File: src/rtl/wiscf15_pkg.sv
// Shared WISC-F15 definitions: ALU func codes, branch condition codes and halt FSM states.
package wiscf15_pkg;

  localparam logic [3:0] FN_ADD    = 4'b0000;
  localparam logic [3:0] FN_PADDSB = 4'b0001;
  localparam logic [3:0] FN_SUB    = 4'b0010;
  localparam logic [3:0] FN_NAND   = 4'b0011;
  localparam logic [3:0] FN_XOR    = 4'b0100;
  localparam logic [3:0] FN_SLL    = 4'b0101;
  localparam logic [3:0] FN_SRL    = 4'b0110;
  localparam logic [3:0] FN_SRA    = 4'b0111;
  localparam logic [3:0] FN_LW     = 4'b1000;
  localparam logic [3:0] FN_SW     = 4'b1001;
  localparam logic [3:0] FN_HLT    = 4'b1111;

  localparam logic [2:0] CC_NEQ    = 3'b000;
  localparam logic [2:0] CC_EQ     = 3'b001;
  localparam logic [2:0] CC_GT     = 3'b010;
  localparam logic [2:0] CC_LT     = 3'b011;
  localparam logic [2:0] CC_GTE    = 3'b100;
  localparam logic [2:0] CC_LTE    = 3'b101;
  localparam logic [2:0] CC_OVFL   = 3'b110;
  localparam logic [2:0] CC_UNCOND = 3'b111;

  typedef enum logic [1:0] {
    ST_RUN    = 2'b00,
    ST_DRAIN  = 2'b01,
    ST_HALTED = 2'b10
  } halt_state_t;

  function automatic logic writes_vzn(input logic [3:0] func);
    return (func == FN_ADD) || (func == FN_SUB);
  endfunction

  function automatic logic writes_z_only(input logic [3:0] func);
    return (func == FN_NAND) || (func == FN_XOR) || (func == FN_SLL) ||
           (func == FN_SRL)  || (func == FN_SRA);
  endfunction

endpackage

File: src/rtl/wiscf15_cond_eval.sv
// Combinational branch condition check of V/Z/N flags against a 3-bit ccc.
module wiscf15_cond_eval
  import wiscf15_pkg::*;
(
  input  logic       v,
  input  logic       z,
  input  logic       n,
  input  logic [2:0] cond,
  output logic       taken
);

  always_comb begin
    taken = 1'b0;
    case (cond)
      CC_NEQ:    taken = !z;
      CC_EQ:     taken = z;
      CC_GT:     taken = !z && !n;
      CC_LT:     taken = n;
      CC_GTE:    taken = z || (!z && !n);
      CC_LTE:    taken = n || z;
      CC_OVFL:   taken = v;
      CC_UNCOND: taken = 1'b1;
      default:   taken = 1'b0;
    endcase
  end

endmodule

File: src/rtl/wiscf15_flag_branch.sv
// Flag register, branch resolver and HLT drain sequencer. Define WISCF15_FLAG_BYPASS_EN to
// forward same-cycle ALU flags to the branch instead of holding it for one cycle.
module wiscf15_flag_branch
  import wiscf15_pkg::*;
#(
  parameter int unsigned DRAIN_CYCLES = 3
) (
  input  logic        clk,
  input  logic        rst,
  input  logic        stall,
  input  logic        flush,
  input  logic        ex_valid,
  input  logic [3:0]  ex_func,
  input  logic        alu_v,
  input  logic        alu_z,
  input  logic        alu_n,
  input  logic        br_valid,
  input  logic [2:0]  br_cond,
  input  logic [15:0] br_target,
  output logic        br_ready,
  output logic        take_branch,
  output logic [15:0] redirect_pc,
  output logic        flag_v,
  output logic        flag_z,
  output logic        flag_n,
  output logic        halt_req,
  output logic        halted
);

  localparam logic [3:0] DRAIN_LOAD = 4'(DRAIN_CYCLES - 1);

  halt_state_t state;
  logic [3:0]  drain_cnt;

  logic run, ex_go, wr_vzn, wr_any;
  logic next_v, next_z, next_n;
  logic eval_v, eval_z, eval_n;
  logic hazard_hold, br_taken;

  assign run    = (state == ST_RUN);
  assign ex_go  = ex_valid && !stall && run;
  assign wr_vzn = ex_go && writes_vzn(ex_func);
  assign wr_any = wr_vzn || (ex_go && writes_z_only(ex_func));

  assign next_v = wr_vzn ? alu_v : flag_v;
  assign next_z = wr_any ? alu_z : flag_z;
  assign next_n = wr_vzn ? alu_n : flag_n;

`ifdef WISCF15_FLAG_BYPASS_EN
  assign eval_v      = next_v;
  assign eval_z      = next_z;
  assign eval_n      = next_n;
  assign hazard_hold = 1'b0;
`else
  // Registered flags are stale while EX is writing them; decode retries next cycle.
  assign eval_v      = flag_v;
  assign eval_z      = flag_z;
  assign eval_n      = flag_n;
  assign hazard_hold = br_valid && wr_any;
`endif

  assign br_ready = br_valid && !stall && !flush && run && !hazard_hold;

  wiscf15_cond_eval u_cond_eval (
    .v     (eval_v),
    .z     (eval_z),
    .n     (eval_n),
    .cond  (br_cond),
    .taken (br_taken)
  );

  always_ff @(posedge clk) begin
    if (rst) begin
      flag_v      <= 1'b0;
      flag_z      <= 1'b0;
      flag_n      <= 1'b0;
      take_branch <= 1'b0;
      redirect_pc <= 16'h0000;
      state       <= ST_RUN;
      drain_cnt   <= 4'd0;
    end else begin
      flag_v <= next_v;
      flag_z <= next_z;
      flag_n <= next_n;

      if (br_ready) begin
        take_branch <= br_taken;
        redirect_pc <= br_target;
      end else begin
        take_branch <= 1'b0;
      end

      case (state)
        ST_RUN: begin
          if (ex_go && (ex_func == FN_HLT)) begin
            state     <= ST_DRAIN;
            drain_cnt <= DRAIN_LOAD;
          end
        end
        ST_DRAIN: begin
          if (drain_cnt == 4'd0) state <= ST_HALTED;
          else                   drain_cnt <= drain_cnt - 4'd1;
        end
        ST_HALTED: state <= ST_HALTED;
        default:   state <= ST_RUN;
      endcase
    end
  end

  assign halt_req = (state != ST_RUN);
  assign halted   = (state == ST_HALTED);

endmodule

File: config.mk
export PLATFORM = sky130hd
export DESIGN_NAME = wiscf15_flag_branch
export DESIGN_NICKNAME = d
export VERILOG_FILES = /design/src/rtl/wiscf15_pkg.sv /design/src/rtl/wiscf15_cond_eval.sv /design/src/rtl/wiscf15_flag_branch.sv
export SDC_FILE = /design/constraint.sdc
export NUM_CORES = 1
export LEC_CHECK = 0
export CELL_PAD_IN_SITES_DETAIL_PLACEMENT = 1
export CELL_PAD_IN_SITES_GLOBAL_PLACEMENT = 2
export CORE_AREA = 2 2 81 83
export DETAILED_ROUTE_END_ITERATION = 16
export DIE_AREA = 0 0 83 85
export PLACE_DENSITY_LB_ADDON = 0.1
export SETUP_SLACK_MARGIN = 0.15
export SLEW_MARGIN = 40
export SYNTH_ARGS = -nofsm -noshare
export SYNTH_HDL_FRONTEND = slang
export SYNTH_SLANG_ARGS = --single-unit
File: constraint.sdc
create_clock -name clk -period 1.6 [get_ports clk]
set_input_delay 0.32 -clock clk [delete_from_list [all_inputs] [get_ports clk]]
set_output_delay 0.32 -clock clk [all_outputs]
set_load 0.005 [all_outputs]
==> metrics.txt, run 1 <==
Clk network pwr share 25.3%; sequential fraction of design power 34.6%; PortBufs 54; drc violations 0; area taken by multi-input logic gates about 770 um2; power per cell area 995 nW/um2; crit share post-route 103%; Synth Flop Type dfxtp_1; root buf cell clkbuf_8; Hold WC Path Type register to register; max cap viols 0; diodes inserted 0; clk_skew 0.00595 ns; clock buffer depth 2; final setup margin -0.0529 ns; CORE AREA 6200 um2; Comb pwr share between 40% and 50%; Finish-stage setup viols 4; full die area between 7000 and 8000 um2; Max FO, Critical Path 3; Core Util, Final a little over a third; final wirelength 3930 um; Worst setup SP type register; router iterations before antenna repair 3; first-pass GRT wire length 6420 um; CTS sink cnt 26; cells after synthesis 130; CTS tree yes; fraction of layout cells with a size suffix above 1 34.8%; CTS buffer count 3; fill count 698; Peak supply drop 0.371 mV; flops & latches, synth 26; Worst EP required around 1.3 ns; Int Pwr 1.53 mW; H-Tree Depth 1; CP delay by family, top flip-flops; Final min period 1.65 ns; Worst Tran Pin Value 0.371 ns; critical path's slowest cell dfxtp_2; I/O pin count 55; Final Hold Vio Count 0; GRT overflow 0; Synth Warn # 0; Starting Density between 20% and 30%; Post-Syn Area 1250 um2; number of global-route vias before repair 1,353; share of the synthesized area in the top cell type between 40% and 50%; via count 1,221; Post-Syn Nets 168; RSZ-0062 raised after global routing yes; # rows 29; Clock Latency Late Sink ~0.28 ns; Avg Cell Area, Syn 9.62 um2; largest area contributor in the netlist dfxtp_1; die width 83 um; hpwl dp 3000 um; largest net degree at the start of global routing 18; wire length per cell between 10 and 15 um; leak pwr 1.14 nW; Seq/Total Area, Yosys 41.6%; Area Overhead vs Synth 80.3%; relative slew slack 74.9%; initial antenna violation count 0; DIE HEIGHT 85 um; crit-path cells inv_2, ha_4, and4bb_2, o31ai_4, inv_2, buf_6; drt initial violations 30; Crit path top cell by count inv_2; Cell variety after synth 33; failing checks negative setup slack; Worst-path clk slew 0.10 ns; sw frac 32.0%; ANT nets after route 0; GP Congestion 0.659; largest cells by area after synthesis dfxtp_1 42%, mux2i_1 17%, nor2_1 6.6%, ha_1 6.0%, inv_1 3.0%; biggest cell delay along the critical path 0.34 ns; EDFF count, synth 0; Worst Path Buf+Inv 3; crit end category output port; WS Path Type register to output port; Hold WS 0.492 ns; hold buffer count at cts 0; via/cell ratio 4.30; fraction of registers with async set/reset 0%; Slew Limit Fails 0; FF+latch area 547 um2; Achievable Freq a little over 0.6 GHz; Net Sw Power ~0.7 mW; Final nets 246; WP data arrival 1.33 ns; outcome finished with violations; GRT Util Overall 11.3%
metal layers:
metal | part of all wire, % | wire (um) | up-vias | track usage (%)
li1 | - | - | 606 | -
met1 | 38 | 1480 | 590 | 11.0
met2 | 58 | 2290 | 20 | 23.4
met3 | 2.9 | 114 | 5 | 2.14
met4 | 1.2 | 47 | 0 | 3.58
met5 | 0 | 0 | - | 0
cell usage after synthesis (all sizes together) (2+ instances only):
master and n:
dfxtp 26, nand2 5, o31ai 2, nor3b 3, a21oi 4, nor3 2
inv 10, ha 6, nand2b 3, clkbuf 3, buf 2, mux2i 21
a31o 2, nor2 22, nand4 3
registers in the layout, summed over array words and instances (netlist names):
| register | cells |
|---|---|
| state | 2 |
| drain_cnt | 4 |
| flag_z | 1 |
| flag_n | 1 |
| flag_v | 1 |
| redirect_pc | 16 |
| take_branch | 1 |
placed cells by master (no fill, tap or decap), types with 2 or more instances in the layout:
cell,instances
a21oi_1,2
a21oi_2,2
a31o_4,2
buf_4,19
buf_6,6
clkbuf_8,3
clkdlybuf4s50_1,27
dfxtp_1,9
dfxtp_2,15
dfxtp_4,2
dlygate4sd2_1,19
dlymetal6s2s_1,5
ha_1,3
ha_4,2
inv_1,6
inv_2,4
mux2i_1,21
nand2_1,5
nand2b_1,3
nand4_1,3
nor2_1,21
nor3_1,2
nor3b_1,2
worst register-to-register path: stages (launching register included):
cell      delay (ns)
dfxtp_2         0.35
inv_2           0.05
ha_4            0.17
and4bb_2        0.24
o31ai_4         0.07
buf_4           0.33
mux2i_1         0.24
nor2_1          0.05
final timing paths:
| kind | from | cells past startpoint | endpoint | slack (ns) |
|---|---|---|---|---|
| worst max-delay path | state[1]$_SDFFE_PP0P_ | 6 | br_ready | -0.05 |
| worst min-delay path | redirect_pc[7]$_SDFFE_PP0P_ | 2 | redirect_pc[7]$_SDFFE_PP0P_ | 0.49 |
| worst max register to register | state[0]$_SDFFE_PP0P_ | 7 | redirect_pc[14]$_SDFFE_PP0P_ | -0.01 |
| worst min register to register | redirect_pc[7]$_SDFFE_PP0P_ | 2 | redirect_pc[7]$_SDFFE_PP0P_ | 0.49 |
kinds of logic (layout without fill, tap and decap cells):
logic type               count (synthesis)  in the layout  synth area share, %
adder cells (fa/ha/maj)                  7              7                 6.80
flip-flops                              26             26                 41.6
AND/OR/NAND/NOR                         45             45                 18.3
multiplexers                            22             22                 17.7
AO/OA/AOI/OAI                           15             15                 9.20
buffers and inverters                   15             92                 6.40
what timing repair did:
action,4_1_cts,5_1_grt
buffers inserted,4,1
resized for setup,55,22
setup endpoints to repair,48,32
pin swaps,1,8
power groups by stage:
stage	combinational [mW]	sequential, mW	clock, mW
CTS	0.749	0.777	0.595
global route	0.990	0.788	0.618
floorplan	0.395	0.785	0
detailed placement	0.742	0.792	0
finish	0.901	0.777	0.567
global placement	0.707	0.790	0
final cells by class:
type	instances	area share, %
multi-input combinational	89	34.1
timing repair buffer	78	32.6
sequential	26	24.2
tap	77	4.27
clock buffer	3	1.83
inverter	10	1.66
clock inverter	1	1.33
through the flow:
stage | instance area [um2] | cells | power (mW) | worst slack [ns] | TNS (ns)
floorplan | 1280 | 130 | 1.18 | 0.0405 | 0
global placement | 2030 | 275 | 1.50 | -0.505 | -8.59
detailed placement | 2030 | 275 | 1.53 | -0.501 | -9.02
CTS | 2160 | 283 | 2.12 | -0.0790 | -0.461
global route | 2260 | 284 | 2.40 | -0.136 | -2.14
finish | 2260 | 284 | 2.25 | -0.0529 | -0.0670
Power figures use the tool's default switching activity.
==> run 2: changes to the inputs <==
--- a/config.mk
+++ b/config.mk
@@ -5,6 +5,7 @@
 export SDC_FILE = /design/constraint.sdc
 export NUM_CORES = 1
 export LEC_CHECK = 0
+export ABC_CLOCK_PERIOD_IN_PS = 1600
 export CELL_PAD_IN_SITES_DETAIL_PLACEMENT = 1
 export CELL_PAD_IN_SITES_GLOBAL_PLACEMENT = 2
 export CORE_AREA = 2 2 81 83
==> results of run 2 <==
Same layout as run 1: the final DEF is identical, and so are final timing and power.
==> run 3: changes to the inputs <==
--- a/config.mk
+++ b/config.mk
@@ -8,9 +8,10 @@
 export ABC_CLOCK_PERIOD_IN_PS = 1600
 export CELL_PAD_IN_SITES_DETAIL_PLACEMENT = 1
 export CELL_PAD_IN_SITES_GLOBAL_PLACEMENT = 2
-export CORE_AREA = 2 2 81 83
+export CORE_AREA = 2 2 67 69
 export DETAILED_ROUTE_END_ITERATION = 16
-export DIE_AREA = 0 0 83 85
+export DIE_AREA = 0 0 69 71
+export DONT_BUFFER_PORTS = 1
 export PLACE_DENSITY_LB_ADDON = 0.1
 export SETUP_SLACK_MARGIN = 0.15
 export SLEW_MARGIN = 40
==> run 3 against run 2 <==
Against the previous run: the flow still finishes with violations (negative setup slack); final area fell by 27%; clock power down 3%; global-route usage grew 1.4 points; fmax shrank 3.5%; clock skew fell by 0.0023 ns; critical endpoint unchanged; largest power group is now sequential cells.
==> metrics.txt, run 3 (synthesis results as in run 1) <==
Peak supply drop 0.441 mV (+19%); biggest cell delay along the critical path 0.33 ns (about the same); # rows 24 (-17%); sequential fraction of design power 39.3% (+4.7 points); GP Congestion 0.727 (+10%); Area Overhead vs Synth 32.4%; drc violations 0 (unchanged); clock buffer depth 2 (unchanged); Worst setup SP type register; wire length per cell 15.4 um (+11%); die width 69 um (-17%); crit-path cells inv_2, ha_4, and4bb_2, o31ai_4, buf_12, inv_4; first-pass GRT wire length 4970 um (-23%); RSZ-0062 raised after global routing yes; highest-count cells in the layout ignoring fill and taps 24 x dfxtp_1, 21 x mux2i_1, 21 x nor2_1; fraction of layout cells with a size suffix above 1 31.1% (-3.7 points); crit share post-route 107% (+3.7 points); hold buffer count at cts 0 (unchanged); Largest Register redirect_pc; H-Tree Depth 1 (unchanged); I/O pin count 55 (unchanged); GRT overflow 0 (unchanged); Worst EP required 1.28 ns (about the same); drt initial violations 10 (-67%); leading cell type in the layout, fill and taps excluded dfxtp_1; Final min period 1.71 ns (+0.0591 ns); Starting Density 29.8% (+9.6 points); power per cell area 1210 nW/um2 (+21%); Net Sw Power 0.609 mW (-15%); Achievable Freq 0.584 GHz (-3.5%); max cap viols 0 (unchanged); relative slew slack 56.7% (-18 points); WS Path Type register to output port; crit end category output port; PortBufs 0 (-100%); Hold WS 0.115 ns (-0.377 ns); router iterations before antenna repair 2 (-1); leak pwr 0.742 nW (-35%); failing checks negative setup slack; Final Hold Vio Count 0 (unchanged); Max FO, Critical Path 3 (unchanged); via count 981 (-20%); Final nets 187 (-24%); Clock Latency Late Sink 0.27 ns (about the same); Int Pwr 1.39 mW (-9.0%); Worst-path clk slew 0.09 ns (about the same); top flop regs redirect_pc (16), drain_cnt (4), state (2); largest net degree at the start of global routing 27 (+9); ANT nets after route 0 (unchanged); GRT Util Overall 12.6% (+1.4 points); final setup margin -0.112 ns (-0.0591 ns); critical path's slowest cell dfxtp_2; number of global-route vias before repair 1,046 (-23%); initial antenna violation count 0 (unchanged); hpwl dp 2240 um (-25%); Hold WC Path Type input pin to register; via/cell ratio 4.91 (+14%); sw frac 30.5% (-1.5 points); full die area 4900 um2 (-31%); DIE HEIGHT 71 um (-16%); Core Util, Final 39.4% (+3.0 points); diodes inserted 0 (unchanged); Comb pwr share 33.1% (-7.0 points); Slew Limit Fails 0 (unchanged); WP data arrival 1.39 ns (+0.06 ns); CTS buffer count 3 (unchanged); clk_skew 0.00360 ns (-0.00235 ns); max FFs per register 16 (unchanged); CTS sink cnt 26 (unchanged); Finish-stage setup viols 19 (+15); final wirelength 3080 um (-22%); Worst Tran Pin Value 0.647 ns (+0.276 ns); outcome finished with violations; CTS tree yes; root buf cell clkbuf_8; CORE AREA 4200 um2 (-32%); Clk network pwr share 27.6% (+2.3 points)
[run 3: cell count changes in the layout (fill, tap and decap cells not counted), sizes merged]
cell / change
dlygate4sd2: -19
dlymetal6s2s: -5
clkdlybuf4s50: -27
buf: -8
[run 3: critical path: cells and delay by family (launching register included)]
family                     cells  cell delay [ns]
AOI/OAI and AO/OA              1             0.09
adders and majority gates      1             0.16
buffers and inverters          3             0.26
DFF                            1             0.33
and+or+nand+nor                1             0.28
[run 3: worst paths after layout]
| path | startpoint | to | slack [ns] | cells past startpoint |
|---|---|---|---|---|
| max | state[0]$_SDFFE_PP0P_ | br_ready | -0.11 | 6 |
| min | rst | flag_n$_SDFFE_PP0P_ | 0.12 | 1 |
| min reg2reg | redirect_pc[9]$_SDFFE_PP0P_ | redirect_pc[9]$_SDFFE_PP0P_ | 0.53 | 2 |
| max reg2reg | state[0]$_SDFFE_PP0P_ | flag_v$_SDFFE_PP0P_ | -0.06 | 8 |
[run 3: cell type report]
cell class / instances / area, um2
clock buffers: 3 / 41.3
clock inverters: 1 / 30.0
fillers: 480 / 2550
inverters: 10 / 40.0
multi-input cells: 89 / 758
flip-flops and latches: 26 / 523
well taps: 52 / 65.1
repair buffers: 19 / 199
[run 3: metal layers]
metal	vias up	global-route usage (%)	share of wire, %
li1	487	-	-
met1	465	14.2	39
met2	27	23.7	55
met3	2	3.70	5.8
met4	0	2.61	0.26
met5	-	0	0
[run 3: stage by stage]
| step | TNS, ns | worst slack, ns | power, mW | area [um2] | std cells |
|---|---|---|---|---|---|
| 4_1_cts | -1.47 | -0.133 | 1.96 | 1570 | 197 |
| 3_3_place_gp | 0 | 0.0603 | 1.31 | 1370 | 184 |
| 5_1_grt | -2.83 | -0.194 | 2.14 | 1660 | 200 |
| 2_1_floorplan | 0 | 0.0405 | 1.18 | 1280 | 130 |
| 6_report | -0.780 | -0.112 | 2.00 | 1660 | 200 |
| 3_5_place_dp | -0.000121 | -0.000121 | 1.34 | 1370 | 184 |
[run 3: what timing repair did]
| action | 4_1_cts | 5_1_grt |
|---|---|---|
| pin swaps | 3 | 5 |
| gates cloned | 1 | 0 |
| setup endpoints to repair | 23 | 25 |
| gates resized for setup | 10 | 13 |
| buffers inserted | 8 | 3 |
[run 3: power by group through the flow]
stage	combinational (mW)	sequential, mW	clock, mW
2_1_floorplan	0.395	0.785	0
3_3_place_gp	0.508	0.799	0
3_5_place_dp	0.536	0.802	0
4_1_cts	0.600	0.787	0.572
5_1_grt	0.731	0.798	0.612
6_report	0.661	0.785	0.552
